### config.mk
export PLATFORM = sky130hd
export DESIGN_NAME = serial_subtractor
export DESIGN_NICKNAME = d
export VERILOG_FILES = /design/src/rtl/serial_subtractor.sv
export SDC_FILE = /design/constraint.sdc
export NUM_CORES = 1
export LEC_CHECK = 0
export CAP_MARGIN = 5
export CORE_ASPECT_RATIO = 1.4
export CORE_MARGIN = 2
export CORE_UTILIZATION = 36
export DETAILED_ROUTE_END_ITERATION = 7
export PLACE_DENSITY = 0.61
export REMOVE_ABC_BUFFERS = 1
export SLEW_MARGIN = 20
export SYNTH_ARGS = -nofsm -noshare
export SYNTH_HDL_FRONTEND = slang
export SYNTH_SLANG_ARGS = --single-unit
### constraint.sdc
create_clock -name clk -period 3.7 [get_ports clk]
set_input_delay 0.37 -clock clk [delete_from_list [all_inputs] [get_ports clk]]
set_output_delay 0.37 -clock clk [all_outputs]
set_load 0.005 [all_outputs]
### src/rtl/serial_subtractor.sv
// Bit-serial subtractor: diff = a - b - b_in, one bit per clock, LSB first.
// Define SERIAL_SUB_OVF_EN to add the signed-overflow output ovf.
module serial_subtractor #(
  parameter int WIDTH = 8
) (
  input  logic             clk,
  input  logic             rst_n,
  input  logic             start,
  input  logic [WIDTH-1:0] a,
  input  logic [WIDTH-1:0] b,
  input  logic             b_in,
  output logic             busy,
  output logic             done,
  output logic [WIDTH-1:0] diff,
  output logic             b_out
`ifdef SERIAL_SUB_OVF_EN
  ,output logic            ovf
`endif
);

  localparam int CW = (WIDTH > 1) ? $clog2(WIDTH) : 1;

  typedef enum logic [1:0] {S_IDLE, S_SHIFT, S_DONE} state_t;

  state_t           r_state;
  logic [WIDTH-1:0] r_a_sr;
  logic [WIDTH-1:0] r_b_sr;
  logic [WIDTH-1:0] r_res;
  logic             r_br;
  logic [CW-1:0]    r_cnt;

  logic             w_x;
  logic             w_y;
  logic             w_d;
  logic             w_br_next;
  logic             w_last;
  logic [WIDTH-1:0] w_res_next;

  // Full-subtractor cell on the current LSBs
  assign w_x       = r_a_sr[0];
  assign w_y       = r_b_sr[0];
  assign w_d       = w_x ^ w_y ^ r_br;
  assign w_br_next = (~w_x & w_y) | (~(w_x ^ w_y) & r_br);
  assign w_last    = (r_cnt == CW'(WIDTH - 1));

  generate
    if (WIDTH == 1) begin : g_res_w1
      assign w_res_next = w_d;
    end else begin : g_res_wn
      assign w_res_next = {w_d, r_res[WIDTH-1:1]};
    end
  endgenerate

  always_ff @(posedge clk) begin
    if (!rst_n) begin
      r_state <= S_IDLE;
      r_a_sr  <= '0;
      r_b_sr  <= '0;
      r_res   <= '0;
      r_br    <= 1'b0;
      r_cnt   <= '0;
      busy    <= 1'b0;
      done    <= 1'b0;
      diff    <= '0;
      b_out   <= 1'b0;
`ifdef SERIAL_SUB_OVF_EN
      ovf     <= 1'b0;
`endif
    end else begin
      case (r_state)
        S_IDLE, S_DONE: begin
          done <= 1'b0;
          if (start) begin
            r_a_sr  <= a;
            r_b_sr  <= b;
            r_br    <= b_in;
            r_cnt   <= '0;
            busy    <= 1'b1;
            r_state <= S_SHIFT;
          end else begin
            r_state <= S_IDLE;
          end
        end
        S_SHIFT: begin
          r_a_sr <= r_a_sr >> 1;
          r_b_sr <= r_b_sr >> 1;
          r_res  <= w_res_next;
          r_br   <= w_br_next;
          r_cnt  <= r_cnt + 1'b1;
          // Final bit: the cell is processing the operand MSBs
          if (w_last) begin
            diff    <= w_res_next;
            b_out   <= w_br_next;
`ifdef SERIAL_SUB_OVF_EN
            ovf     <= (w_x ^ w_y) & (w_d ^ w_x);
`endif
            done    <= 1'b1;
            busy    <= 1'b0;
            r_state <= S_DONE;
          end
        end
        default: r_state <= S_IDLE;
      endcase
    end
  end

endmodule

==> impl_metrics.toml, run 1 <==
[placement]
pre_cts_slack_ns = 1.60
post_dp_cell_area_sq_um = 1940
io_buffers = 30
globalplace.congestion = 0.730
hpwl_um = 2040

[routing]
via_per_inst = 4.69
initialDrtViolationCount = 45
num_vias = 1313
ant_nets = 0
drt_drc_violations_left = 0
drt-wirelength-per-cell_um = 10.8
routed_wl_um = 3030
dr.pass1.iters = 4

[setup_path]
cp.required_ns = 3.88
worst-r2r-setup-slack_ns = 1.87
cp-start-kind = "flip-flop"
rr_worst_depth = 4
criticalPathCategory = "reg -> reg"
endpoint_kind = "flip-flop"
rr_startpoint = "r_state[1]"
r2r-end = "r_br"
critPathArrivalTime_ns = 2.01
worst-path-max-fanout = 32

[clock_network]
cts-root-buf = "clkbuf_8"
clockBufferDepth = 2
cts_resized = 0
h-tree-depth = 2
cts-buffers-inserted = 5
postCtsHoldBufs = 0
clkTransAtPathRegs_ns = 0.07
cts_setup_buffers = 0
clock_sinks = 40
clock_latency_ns = 0.29
cts_tree = "yes"

[timing]
hold_viol = 0
setup_slack_ns = 1.87
clock_skew_ns = 0.00468
fmax_ghz = 0.546
slew_headroom = 0.339
slew_viol_final = 0
tightestPinTransition_ns = 0.991
finalCriticalPeriod_ns = 1.83
grt_setup_unrepaired = "false"
finalSetupTns_ns = 0
fin_crit_sh = 0.495
setup_viol = 0

[final_layout]
diodes = 0
area_growth_pct = 24.9
finish.utilization = 0.475
final_area_sq_um = 2030
post_route_cells_drive_above_1_share = 0.0409
num-nets-final = 242

[min_path]
hold_class = "reg -> reg"
min_to = "diff[5]"
min-delay-start = "diff[5]"
worstHoldPathCells = 2

[global_routing]
grt_pass1_vias = 1232
track_usage = 0.137
grt_pass1_wl_um = 5310
antenna_found_initial = 0
grt_max_degree = 33
grt.overflow.total = 0

[logic_synthesis]
netlist_area_sq_um = 1620
avgSynthCellArea_sq_um = 8.37
synth_seq_cells = 40
yosysSeqAreaShare = 0.493
yosys_warnings = 0
ys_types = 25
synth_cells = 194

[run]
cap_violations = 0

[die]
initial_utilization = 0.380
die_y_um = 83.5
rows = 28
die_w_um = 60.8
core_sq_um = 4270
num_io_pins = 31
dieArea_sq_um = 5070

[status]
status = "complete, no violations"

[pwr]
ir_drop_uv = 172
p_per_area_nw_per_um2 = 419
leakage_nw = 0.730
power breakdown:
group          internal (W)  switching [W]
logic             0.0000470      0.0000483
clock network      0.000152       0.000139
registers          0.000452      0.0000120
total              0.000651       0.000199
sequential cells by signal, indices dropped and copies added (netlist names):
| signal | cells |
|---|---|
| r_cnt | 3 |
| r_state | 2 |
| diff | 8 |
| r_res | 7 |
| b_out | 1 |
| r_a_sr | 8 |
| r_b_sr | 8 |
| done | 1 |
| r_br | 1 |
| busy | 1 |
cells by family after synthesis:
family	share of synthesized area
simple gates	0.206
compound gates	0.216
flops	0.493
buf+inv	0.0562
fa+ha+maj	0.0277
worst max-delay path, cell delays in order, from the launching register on:
cell	delay [ns]
dfxtp_1	0.37
nand2b_1	0.78
buf_4	0.33
a2bb2oi_1	0.17
a21boi_1	0.07
layer usage:
metal	vias to the layer above	part of all wire	routed length (um)	track usage
li1	701	-	-	-
met1	577	0.46	1400	0.172
met2	30	0.47	1430	0.206
met3	5	0.046	140	0.0527
met4	0	0.021	64	0.0534
met5	-	0	0	0
final cells by class:
cell class                      instances  area, sq um
Tap cell                               60         75.1
Timing Repair Buffer                   33          323
Fill cell                             465         2250
Clock buffer                            8         90.1
Inverter                                2         7.51
Sequential cell                        40          801
Multi-Input combinational cell        137          732
cells in the final DEF (no fill, tap or decap), types with 2 or more instances in the layout:
cell             instances
nand2_1                 64
a31oi_1                 14
nand3_1                  5
a21boi_1                12
clkbuf_8                 6
nor2b_1                  3
ha_1                     2
dfxtp_1                 40
and2_1                   2
inv_1                    2
nand2b_1                 2
o21ai_0                 14
a21boi_0                 9
buf_4                    3
clkdlybuf4s50_1         30
clkbuf_1                 2
worst max-delay path by stage:
stage	to	slack (ns)	cells past startpoint	startpoint
after floorplan	r_cnt[0]	2.13	3	r_state[0]
after global placement	r_b_sr[3]	1.67	4	rst_n
after global routing	r_res[5]	1.68	4	r_state[1]
final	r_br	1.87	4	r_state[1]
after detailed placement	r_b_sr[2]	1.60	4	rst_n
after CTS	r_br	1.88	4	r_state[1]
per-stage QoR:
step | hold WS (ns) | power [W] | instances
2_1_floorplan | 0.431 | 0.000524 | 179
6_report | 0.451 | 0.000850 | 280
4_1_cts | 0.455 | 0.000863 | 280
3_3_place_gp | 0.441 | 0.000569 | 272
5_1_grt | 0.479 | 0.000901 | 280
3_5_place_dp | 0.445 | 0.000571 | 272
synthesized netlist by cell type:
cell	instances	area, sq um
o211a_1	1	10.0
a21boi_0	9	67.6
fa_1	1	20.0
and3b_1	1	8.76
nor2b_1	3	18.8
a21oi_1	1	5.00
a2bb2oi_1	1	8.76
clkbuf_1	5	18.8
and2_1	2	12.5
and3_1	1	6.26
nor2_1	1	3.75
nand2b_1	2	12.5
buf_4	6	45.0
nand3b_1	1	7.51
o21a_1	1	7.51
inv_1	2	7.51
ha_1	2	25.0
nand3_1	5	25.0
a31oi_1	14	87.6
o21ai_0	14	70.1
a21boi_1	12	90.1
buf_2	4	20.0
nand2_1	64	240
dfxtp_1	40	801
o21ai_1	1	5.00
Power figures use the tool's default switching activity.
==> run 2, diff against run 1 <==
==> constraint.sdc (replaced) <==
create_clock -name clk -period 1.8 [get_ports clk]
set_input_delay 0.18 -clock clk [delete_from_list [all_inputs] [get_ports clk]]
set_output_delay 0.18 -clock clk [all_outputs]
set_load 0.005 [all_outputs]
==> run 2 against run 1 <==
Hold slack got worse by 0.013 ns. Critical path depth up 1. Clock-buffer cell count did not move. Wire length decreased by 2.0%. Sequential power increased by 110%. Non-clock buffer count grew 3. Combinational power rose by 110%. Critical path type unchanged.
==> impl_metrics.toml, run 2 (synthesis results as in run 1) <==
[status]
status = "complete, no violations"

[clock_network]
postCtsHoldBufs = 0
clock_sinks = 40
cts_resized = 0
clkTransAtPathRegs_ns = 0.07
cts_tree = "yes"
cts-root-buf = "clkbuf_8"
clockBufferDepth = 2
clock_latency_ns = 0.28
cts_setup_buffers = 0
h-tree-depth = 2
cts-buffers-inserted = 5

[setup_path]
cp-start-kind = "flip-flop"
endpoint_kind = "flip-flop"
critPathArrivalTime_ns = 1.58
worst-path-max-fanout = 11
criticalPathCategory = "reg -> reg"
cp.required_ns = 2.00

[final_layout]
area_growth_pct = 26.3
final_common_cell = "nand2_1"
reg_top3 = "diff: 8 flops, r_a_sr: 8 flops, r_b_sr: 8 flops"
layout.cells.non_filler = 283
regArea_sq_um = 801
multiInputGateArea_sq_um = 732
diodes = 0
final_cell_mix = "nand2_1 (64), dfxtp_1 (40), clkdlybuf4s50_1 (30)"
post_route_cells_drive_above_1_share = 0.0538
num-nets-final = 245
fillCellCount = 451

[routing]
ant_nets = 0
initialDrtViolationCount = 40
num_vias = 1315
drt-wirelength-per-cell_um = 10.5
dr.pass1.iters = 4
drt_drc_violations_left = 0
routed_wl_um = 2970
via_per_inst = 4.65

[die]
die_w_um = 60.8
die_y_um = 83.5
rows = 28
num_io_pins = 31
dieArea_sq_um = 5070
initial_utilization = 0.380
core_sq_um = 4270

[timing]
setup_slack_ns = 0.418
tightestPinTransition_ns = 0.357
slew_headroom = 0.762
setup_viol = 0
hold_viol = 0
grt_setup_unrepaired = "false"
finalCriticalPeriod_ns = 1.38
slew_viol_final = 0
finalSetupTns_ns = 0
fin_crit_sh = 0.768
fmax_ghz = 0.724
clock_skew_ns = 0.00318

[placement]
io_buffers = 30
pre_cts_slack_ns = 0.384
hpwl_um = 2000
globalplace.congestion = 0.687
dp_cells = 275

[global_routing]
grt.overflow.total = 0
grt_pass1_wl_um = 5240
antenna_found_initial = 0
grt_pass1_vias = 1224
track_usage = 0.132
grt_max_degree = 41

[pwr]
ir_drop_uv = 456
p_per_area_nw_per_um2 = 853
leakage_nw = 0.745

[run]
cap_violations = 0

[min_path]
hold_class = "in -> reg"
-- run 2: cell types whose count changed in the layout (fill, tap and decap cells not counted), sizes merged --
cell / before / now
buf: 3 / 6
-- run 2: power breakdown --
group          switching [W]  internal, W  leakage [nW]  total, W
registers          0.0000236     0.000929         0.327  0.000953
logic               0.000100     0.000103         0.372  0.000203
clock network       0.000281     0.000312        0.0455  0.000593
-- run 2: stage by stage --
| stage | cell area [sq um] | power [W] | hold WS, ns | util |
|---|---|---|---|---|
| after floorplan | 1540 | 0.00108 | 0.298 | - |
| after global placement | 1960 | 0.00118 | 0.445 | 0.459 |
| after detailed placement | 1960 | 0.00118 | 0.446 | 0.459 |
| after CTS | 2050 | 0.00178 | 0.430 | 0.480 |
| after global routing | 2050 | 0.00184 | 0.463 | 0.480 |
| final | 2050 | 0.00175 | 0.438 | 0.480 |
-- run 2: final cells by class --
| type | count | share of cell area |
|---|---|---|
| sequential | 40 | 0.390 |
| multi-input combinational | 137 | 0.357 |
| timing repair buffer | 36 | 0.168 |
| clock buffer | 8 | 0.0439 |
| tap | 60 | 0.0366 |
| inverter | 2 | 0.00366 |
-- run 2: critical path, stage by stage (launching register included) --
cell and delay, ns:
dfxtp_1 0.34, ha_1 0.15, ha_1 0.17, and3b_1 0.38, nand2_1 0.09, a21boi_0 0.17
-- run 2: path summary, 6_finish.rpt --
kind                  from         to  slack [ns]  cells past startpoint
hold reg to reg    diff[3]    diff[3]        0.45                      2
hold / removal        a[7]  r_a_sr[7]        0.44                      3
setup reg to reg  r_cnt[0]    diff[4]        0.42                      5
setup / recovery  r_cnt[0]    diff[4]        0.42                      5
-- run 2: layer usage --
metal  share of wire  vias to the layer above  track usage
met4           0.018                        0       0.0593
li1                -                      702            -
met1            0.48                      582        0.170
met3           0.038                        5       0.0326
met5               0                        -            0
met2            0.46                       26        0.204
